`config.mk`:
```
export PLATFORM = sky130hd
export DESIGN_NAME = dht11_request_scheduler
export DESIGN_NICKNAME = d
export VERILOG_FILES = /design/src/rtl/dht11_request_scheduler.sv
export SDC_FILE = /design/constraint.sdc
export NUM_CORES = 1
export LEC_CHECK = 0
export BUFFER_PORTS_ARGS = -buffer_cell sky130_fd_sc_hd__buf_2
export CAP_MARGIN = 20
export CORE_AREA = 2 2 84 86
export DETAILED_ROUTE_END_ITERATION = 8
export DIE_AREA = 0 0 86 88
export HOLD_SLACK_MARGIN = 0.05
export PLACE_DENSITY = 0.71
export SLEW_MARGIN = 25
export SYNTH_ARGS = -nofsm -noshare
export SYNTH_HDL_FRONTEND = slang
export SYNTH_SLANG_ARGS = --single-unit
```
`constraint.sdc`:
```
create_clock -name clock -period 6.2 [get_ports clock]
set_input_delay 1.24 -clock clock [delete_from_list [all_inputs] [get_ports clock]]
set_output_delay 1.24 -clock clock [all_outputs]
set_load 0.03 [all_outputs]
```
`src/rtl/dht11_request_scheduler.sv`:
```
// Round-robin scheduler sharing one DHT11 sensor FSM among N_REQ requesters, with an
// enforced idle gap after every sensor read and a watchdog on unresponsive reads.
module dht11_request_scheduler #(
  parameter int N_REQ       = 4,
  parameter int ID_W        = 2,
  parameter int MIN_GAP_CYC = 100_000_000,
  parameter int TIMEOUT_CYC = 250_000_000
) (
  input  logic               clock,
  input  logic               reset,
  input  logic [N_REQ-1:0]   req_valid,
  input  logic [2*N_REQ-1:0] req_code,
  output logic [N_REQ-1:0]   resp_valid,
  output logic [7:0]         resp_data,
  output logic               resp_error,
  output logic               busy,
  output logic [ID_W-1:0]    grant_id,
  output logic [1:0]         sens_request,
  input  logic [7:0]         sens_information,
  input  logic               sens_done,
  output logic [2:0]         fsm_state
);

  // Handshake: requester i raises req_valid[i] with req_code held stable and keeps it
  // until resp_valid[i] pulses; the pulse is the only acknowledgement. A request still
  // held after its pulse is treated as a new request and re-enters round-robin.

  localparam int MAX_CYC = (MIN_GAP_CYC > TIMEOUT_CYC) ? MIN_GAP_CYC : TIMEOUT_CYC;
  localparam int TW      = $clog2(MAX_CYC + 1);
  localparam int IW      = $clog2(N_REQ);

  localparam logic [TW-1:0] TIMEOUT_LAST = TW'(TIMEOUT_CYC - 1);
  localparam logic [TW-1:0] GAP_LAST     = TW'(MIN_GAP_CYC - 1);
  localparam logic [1:0]    NO_REQ       = 2'b11;
  localparam logic [1:0]    CODE_STATUS  = 2'b10;

  typedef enum logic [2:0] {
    IDLE      = 3'd0,
    ISSUE     = 3'd1,
    WAIT_DONE = 3'd2,
    RESPOND   = 3'd3,
    GAP       = 3'd4
  } state_t;

  state_t          state, state_n;
  logic [TW-1:0]   timer, timer_n;
  logic [ID_W-1:0] rr_ptr, rr_ptr_n;
  logic [ID_W-1:0] grant_n;
  logic [1:0]      code_q, code_n;
  logic [7:0]      result_q, result_n;
  logic            err_q, err_n;
  logic [1:0]      sens_request_n;
  logic [N_REQ-1:0] resp_valid_n;
  logic [7:0]      resp_data_n;
  logic            resp_error_n;

  logic [1:0]      code_arr [N_REQ];
  logic            hit;
  logic [IW-1:0]   scan_idx;
  logic [ID_W-1:0] pick_id;
  logic [1:0]      pick_code;

  genvar g;
  generate
    for (g = 0; g < N_REQ; g++) begin : g_code
      assign code_arr[g] = req_code[2*g+1 -: 2];
    end
  endgenerate

  // Scan starts one past the last grant so every requester is reached within N_REQ grants.
  always_comb begin
    hit       = 1'b0;
    scan_idx  = '0;
    pick_id   = '0;
    pick_code = NO_REQ;
    for (int i = 1; i <= N_REQ; i++) begin
      scan_idx = IW'((int'(rr_ptr) + i) % N_REQ);
      if (!hit && req_valid[scan_idx]) begin
        hit       = 1'b1;
        pick_id   = ID_W'(scan_idx);
        pick_code = code_arr[scan_idx];
      end
    end
  end

  always_comb begin
    state_n        = state;
    timer_n        = timer;
    rr_ptr_n       = rr_ptr;
    grant_n        = grant_id;
    code_n         = code_q;
    result_n       = result_q;
    err_n          = err_q;
    sens_request_n = sens_request;
    resp_valid_n   = '0;
    resp_data_n    = resp_data;
    resp_error_n   = resp_error;

    case (state)
      IDLE: begin
        sens_request_n = NO_REQ;
        if (hit) begin
          grant_n  = pick_id;
          rr_ptr_n = pick_id;
          code_n   = pick_code;
          timer_n  = '0;
          if (pick_code == NO_REQ) begin
            result_n = 8'hFF;
            err_n    = 1'b1;
            state_n  = RESPOND;
          end else begin
            sens_request_n = pick_code;
            state_n        = ISSUE;
          end
        end
      end

      ISSUE, WAIT_DONE: begin
        timer_n = timer + 1'b1;
        // Watchdog wins over a done flag arriving on the same cycle.
        if (timer == TIMEOUT_LAST) begin
          sens_request_n = NO_REQ;
          result_n       = 8'hFF;
          err_n          = 1'b1;
          timer_n        = '0;
          state_n        = RESPOND;
        end else if (state == ISSUE) begin
          if (!sens_done) state_n = WAIT_DONE;
        end else if (sens_done) begin
          sens_request_n = NO_REQ;
          result_n       = sens_information;
          err_n          = (code_q == CODE_STATUS) && (sens_information == 8'hFF);
          state_n        = RESPOND;
        end
      end

      RESPOND: begin
        sens_request_n = NO_REQ;
        resp_valid_n   = {{(N_REQ-1){1'b0}}, 1'b1} << grant_id;
        resp_data_n    = result_q;
        resp_error_n   = err_q;
        timer_n        = '0;
        state_n        = (code_q == NO_REQ) ? IDLE : GAP;
      end

      GAP: begin
        sens_request_n = NO_REQ;
        timer_n        = timer + 1'b1;
        if (timer == GAP_LAST) begin
          timer_n = '0;
          state_n = IDLE;
        end
      end

      default: begin
        sens_request_n = NO_REQ;
        timer_n        = '0;
        state_n        = IDLE;
      end
    endcase
  end

  always_ff @(posedge clock) begin
    if (reset) begin
      state        <= IDLE;
      timer        <= '0;
      rr_ptr       <= ID_W'(N_REQ - 1);
      grant_id     <= '0;
      code_q       <= '0;
      result_q     <= '0;
      err_q        <= 1'b0;
      sens_request <= NO_REQ;
      resp_valid   <= '0;
      resp_data    <= '0;
      resp_error   <= 1'b0;
    end else begin
      state        <= state_n;
      timer        <= timer_n;
      rr_ptr       <= rr_ptr_n;
      grant_id     <= grant_n;
      code_q       <= code_n;
      result_q     <= result_n;
      err_q        <= err_n;
      sens_request <= sens_request_n;
      resp_valid   <= resp_valid_n;
      resp_data    <= resp_data_n;
      resp_error   <= resp_error_n;
    end
  end

  assign busy      = (state != IDLE);
  assign fsm_state = state;

endmodule

```
==> results of run 1 <==
==> critical path: stages <==
cell and delay, ns:
buf_2 0.16, mux4_2 0.50, nor2b_4 0.14, a2111o_1 0.42, a2111oi_4 0.45, nand4_4 0.28
a2111oi_4 0.41
==> area by class of cell <==
type                       count  area [um2]  area share (%)
clock buffer                  10       127.6           3.454
tap                           80       100.1           2.709
multi-input combinational    308        1933           52.32
sequential                    61        1221           33.05
timing repair buffer          45       230.2           6.231
clock inverter                 6       63.81           1.727
inverter                       5       18.77          0.5080
==> layer usage <==
metal,up-vias,global-route usage (%)
met5,-,0
met4,0,6.205
met3,13,5.749
met2,58,31.57
met1,1355,25.33
li1,1472,-
==> report_power, final <==
| group | internal, uW | switching (uW) |
|---|---|---|
| logic | 194 | 312 |
| registers | 451 | 92.9 |
| clock network | 185 | 160 |
| total | 830 | 565 |
==> cell usage after synthesis (3+ instances only) <==
| cell | instances |
|---|---|
| a211oi_1 | 9 |
| a21oi_1 | 28 |
| a31oi_1 | 3 |
| and2_1 | 3 |
| and3_1 | 6 |
| and4_1 | 5 |
| clkbuf_1 | 15 |
| dfxtp_1 | 61 |
| inv_1 | 5 |
| mux2_2 | 3 |
| mux2i_1 | 4 |
| nand2_1 | 47 |
| nand2b_1 | 4 |
| nand3_1 | 11 |
| nand3b_1 | 5 |
| nand4_1 | 8 |
| nand4b_1 | 3 |
| nor2_1 | 64 |
| nor2b_1 | 3 |
| nor3_1 | 16 |
| nor4_1 | 3 |
| nor4bb_1 | 6 |
| o21ai_0 | 5 |
| o21bai_1 | 11 |
| o22ai_1 | 3 |
| or3b_2 | 3 |
| xnor2_1 | 10 |
| xor2_1 | 18 |
==> metrics by stage <==
step                      hold WS [ns]  cells  area (um2)  utilization, %  worst slack [ns]
after global routing            0.4767    515        3695           55.61             2.756
after detailed placement        0.4439    499        3501           52.69             2.484
after CTS                       0.4530    515        3692           55.57             2.849
after global placement          0.4387    499        3501           52.69             2.562
after floorplan                 0.4441    394        3259               -             2.858
final                           0.4501    515        3695           55.61             2.834
==> registers in the layout, summed over array words and instances, names as in the netlist, 2 cells and up <==
signal,cells
timer,28
resp_data,8
result_q,8
resp_valid,4
fsm_state,3
code_q,2
grant_id,2
rr_ptr,2
sens_request,2
==> worst max path at each step <==
stage / start / endpoint / slack [ns] / cells after the start
finish: req_valid[3] / fsm_state[1] / 2.83 / 7
global route: req_valid[2] / fsm_state[1] / 2.76 / 7
CTS: req_valid[3] / fsm_state[1] / 2.85 / 7
detailed placement: req_valid[3] / fsm_state[1] / 2.48 / 7
global placement: req_valid[3] / fsm_state[1] / 2.56 / 7
floorplan: req_valid[0] / fsm_state[1] / 2.86 / 6
==> logic make-up (layout without fill, tap and decap cells) <==
family | count (synthesis) | count (layout)
xor+xnor | 28 | 28
flops | 61 | 61
mux | 10 | 10
buf+inv | 25 | 66
compound gates | 73 | 73
fa+ha+maj | 1 | 1
simple gates | 196 | 196
==> summary.md, run 1 <==
| Metric | Value |
|---|---|
| Compound-Gate Fraction of Synth Area | 15.70% |
| Period utilization | 54.30% |
| CP Data Arrival Time | 3.61 ns |
| Antenna violations before repair | 0 |
| DR vias/cell | 5.627 |
| Ant diodes | 0 |
| Hold worst-path end | resp_data[3] |
| Proportion of layout cells with a drive suffix above 1 | 17.47% |
| Leak Pwr | ~0.0014 uW |
| Setup-failing EPs final | 0 |
| CTS Buf Count | 9 |
| Skew final | between 0.01 and 0.015 ns |
| Die area | 7568 um2 |
| Total power | 1395 uW |
| Layout area overhead | 13.36% |
| First-pass GRT wire length | 11950 um |
| Top cells by area, synth | dfxtp_1 (37%), nor2_1 (7.4%), nand2_1 (5.4%), xor2_1 (4.8%), a21oi_1 (4.3%) |
| Fmax achieved | 297.1 MHz |
| Total GRT Usage | 19.58% |
| Slew HR | a little under two fifths |
| Final #Nets | 454 |
| Die width | 86 um |
| Distinct cells, synth | 54 |
| Remaining global-route overflow | 0 |
| Top FF cell, synth | dfxtp_1 |
| Clock Path Buffers | 2 |
| First drt pass iteration count | 4 |
| Most frequent cells in the layout | nor2_1 (64), dfxtp_1 (61), nand2_1 (47) |
| Min Clock Period, post-route | 3.366 ns |
| Via count | 2898 |
| Setup Buffers After CTS | 0 |
| Post-synthesis mux area share | 4.568% |
| CTS Root Buffer Type | clkbuf_8 |
| Slew @ Worst Pin | 0.9316 ns |
| Synthesized cell area | 3259 um2 |
| Maximum fanout along the worst path | 13 |
| PwrDens | 377.5 nW/um2 |
| Yosys warning count | 0 |
| Synthesized net count | ~420 |
| Syn Area/Cell | 8.273 um2 |
| Hold_sp | resp_data[3] |
| Register area share after synthesis | 37.47% |
| DR iter-0 viols | 112 |
| # fillers | 604 |
| Post-synthesis sequential element count | 61 |
| Port-buffer cells | 43 |
| Detail Route Antenna Nets | 0 |
| R2R Setup Slk | 3.01 ns |
| Post-synth top area share | 37.47% |
| Reg-to-Reg Start | rr_ptr[0] |
| Wl on met1 | 3368 um |
| Num ports | 44 |
| Max-capacitance violation count | 0 |
| Num Clock Sinks | 61 |
| Pin count of the biggest net entering global routing | 33 |
| Most common cell after layout, fill and taps aside | nor2_1 |
| Core Rows | 30 |
| Synth Area in XOR/XNOR | 7.524% |
| Status | finished clean |
| RR Endpoint | fsm_state[1] |
| Initial Utilization | between 40% and 50% |
| Area leader, netlist | dfxtp_1 |
| Post-Synthesis Cells | 394 |
| Post-synthesis async set-or-reset flop share | 0% |
| RSZ-0062 raised after global routing | no |
| Clk Latency, worst-skew pair | 0.35 ns |
| Hold WC Path Type | reg2reg |
| HPWL after DPL | a little under 5000 um |
| Max layer used | met4 |
| Synthesized-area fraction occupied by adder cells | 0.3839% |
| Die Y | 88 um |
| Number of synthesized flops with an enable pin | 0 |
| Post-Synth Simple-Gate Area | 31.06% |
| Hold Violations, Final | 0 |
| Slew Limit Fails | 0 |
| R2R depth | 6 |
| Worst-path clk slew | 0.07 ns |
| Remaining DRCs | 0 |
| Kind of critical path | in2reg |
| Peak supply drop | 0.1390 mV |
| Post-cts sizing count | 0 |
| Setup TNS | 0 ns |
| Met2 WL | around 3300 um |
| Hold path depth | 2 |
| Core box area | 6644 um2 |
| CP required | 6.45 ns |
| Final wirelength | 7021 um |
| CTS Hold Bufs | 0 |
| GP Congestion | 0.8875 |
| CP startpoint kind | input pin |
| CTS tree | done |
| Metal3 WL | 280 um |
| Critical Path End Type | flip-flop |
| Vias in the first global route | 2668 |
| Main combinational cell family by area after synthesis | simple AND/OR/NAND/NOR gates |
| Drt wl/cell | around 14 um |
| H-tree levels | 3 |
No activity file was read; power rests on OpenSTA's default activity.
==> run 2, diff against run 1 <==
--- a/config.mk
+++ b/config.mk
@@ -11,7 +11,7 @@
 export DETAILED_ROUTE_END_ITERATION = 8
 export DIE_AREA = 0 0 86 88
 export HOLD_SLACK_MARGIN = 0.05
-export PLACE_DENSITY = 0.71
+export PLACE_DENSITY = 0.73
 export SLEW_MARGIN = 25
 export SYNTH_ARGS = -nofsm -noshare
 export SYNTH_HDL_FRONTEND = slang
==> constraint.sdc (replaced) <==
create_clock -name clock -period 2.7 [get_ports clock]
set_input_delay 0.54 -clock clock [delete_from_list [all_inputs] [get_ports clock]]
set_output_delay 0.54 -clock clock [all_outputs]
set_load 0.03 [all_outputs]
==> summary.md, run 2 (synthesis results as in run 1) <==
| Metric | Value |
|---|---|
| Cell depth of the worst setup path | 7 |
| Most frequent cells in the layout | nor2_1 (64), dfxtp_1 (61), nand2_1 (47) |
| Worst path bufs/invs | 1 |
| HPWL after DPL | 5130 um |
| Fmax achieved | 387.8 MHz |
| Critical Path End Type | flip-flop |
| Clk Latency, worst-skew pair | 0.34 ns |
| Top Family by Delay on Critical Path | compound AO/OA/AOI/OAI gates |
| CTS Buf Count | 9 |
| Slowest stage delay, CP | 0.53 ns |
| Remaining global-route overflow | 0 |
| DR vias/cell | 5.614 |
| Maximum fanout along the worst path | 9 |
| CP required | 2.95 ns |
| CP Capture Point | result_q[1] |
| Hold WC Path Type | reg2reg |
| Slew @ Worst Pin | roughly 0.83 ns |
| Crit path cell chain | mux4_2 > nor2b_4 > a2111o_1 > a2111oi_4 > nand4_4 > buf_4 > a211oi_1 |
| Layout area overhead | 18.20% |
| Die width | 86 um |
| Skew final | between 0.009 and 0.01 ns |
| Vias in the first global route | approximately 2700 |
| Port-buffer cells | 43 |
| Proportion of layout cells with a drive suffix above 1 | between 20% and 30% |
| RSZ-0062 raised after global routing | no |
| Die Y | 88 um |
| Remaining DRCs | 0 |
| Final core utilization | 57.98% |
| Worst-path clk slew | ~0.07 ns |
| Setup-failing EPs final | 0 |
| CTS Root Buffer Type | clkbuf_8 |
| CTS tree | done |
| First drt pass iteration count | 4 |
| Leak Pwr | 0.001479 uW |
| GP Congestion | 0.9033 |
| RR Endpoint | result_q[1] |
| Total placed instance area | approximately 3600 um2 |
| Reg-to-Reg Start | rr_ptr[1] |
| Num Clock Sinks | 61 |
| Core box area | 6644 um2 |
| Slowest CP cell | mux4_2 |
| PwrDens | 883.9 nW/um2 |
| Hold Violations, Final | 0 |
| Critical Path Start | rr_ptr[1] |
| Cell area after layout | 3852 um2 |
| Slew Limit Fails | 0 |
| First-pass GRT wire length | 12280 um |
| Peak supply drop | 0.4279 mV |
| Via count | ~3000 |
| Total power | 3405 uW |
| Setup ws final | 0.1212 ns |
| Clock Path Buffers | 2 |
| Cells after DPL | a little over 500 |
| Final #Nets | 472 |
| Num ports | 44 |
| Antenna violations before repair | 0 |
| CP Data Arrival Time | 2.82 ns |
| Slew HR | 43.79% |
| Kind of critical path | reg2reg |
| DR iter-0 viols | around 250 |
| Final wirelength | slightly above 7000 um |
| Period utilization | 95.51% |
| Ant diodes | 0 |
| R2R depth | 7 |
| Final std cells w/o fill | 533 |
| Die area | between 7000 and 8000 um2 |
| CP startpoint kind | flip-flop |
| Pin count of the biggest net entering global routing | 32 |
| Most common cell after layout, fill and taps aside | nor2_1 |
| Drt wl/cell | 13.51 um |
| Top Registers | timer: 28 flops, resp_data: 8 flops, result_q: 8 flops |
| Detail Route Antenna Nets | 0 |
| R2R Setup Slk | 0.12 ns |
| Max-capacitance violation count | 0 |
| Status | finished clean |
| Placement Setup Slack | -0.1445 ns |
| Largest register FFs | 28 |
| Total GRT Usage | approximately 20% |
| Min Clock Period, post-route | around 2.6 ns |
| Initial Utilization | about 49% |
| H-tree levels | 3 |
| Top reg by flops | timer |
| Core Rows | 30 |
## run 2: how the worst min path moves through the flow
stage	startpoint	to	slack, ns	depth (start not counted)
floorplan	code_q[0]	code_q[0]	0.44	2
global placement	resp_data[6]	resp_data[6]	0.44	2
detailed placement	resp_data[0]	resp_data[0]	0.44	2
CTS	resp_data[0]	resp_data[0]	0.46	2
global route	resp_data[0]	resp_data[0]	0.47	2
finish	resp_data[0]	resp_data[0]	0.45	2
## run 2: layout make-up
type                    instances  area (um2)
clock inverters                 6       87.58
well taps                      80       100.1
flip-flops and latches         61        1221
multi-input cells             308        1932
clock buffers                  10       127.6
fillers                       610        2791
repair buffers                 63       365.4
inverters                       5       18.77
## run 2: repair_timing
| action | 4_1_cts | 5_1_grt |
|---|---|---|
| endpoints found under the setup margin | 0 | 1 |
| resized for setup | 0 | 1 |
| buffers inserted | 0 | 0 |
| hold endpoints to repair | 0 | 0 |
| hold buffers | 0 | 0 |
## run 2: routing by layer
layer | up-vias | GRT usage (%) | part of all wire, %
met4 | 0 | 5.916 | 0.83
met1 | 1391 | 26.42 | 47
met3 | 9 | 6.409 | 5.1
met2 | 74 | 31.99 | 47
li1 | 1518 | - | -
met5 | - | 0 | 0
## run 2: worst reg2reg max path, delay by kind of cell (launching register included)
| family | cells | cell delay, ns |
|---|---|---|
| multiplexers | 1 | 0.53 |
| AND/OR/NAND/NOR | 2 | 0.31 |
| flip-flops | 1 | 0.35 |
| AO/OA/AOI/OAI | 3 | 1.07 |
| buffers and inverters | 1 | 0.22 |
## run 2: metrics by stage
step	TNS, ns	hold slack [ns]
floorplan	0	0.4441
global placement	-0.4553	0.4401
detailed placement	-0.8500	0.4448
CTS	0	0.4552
global route	0	0.4735
finish	0	0.4518
## run 2: report_power, final
group / switching (uW) / total [uW] / internal, uW
sequential: 116 / 1150 / 1040
clock: 357 / 874 / 517
combinational: 842 / 1380 / 537
total: 1310 / 3410 / 2090
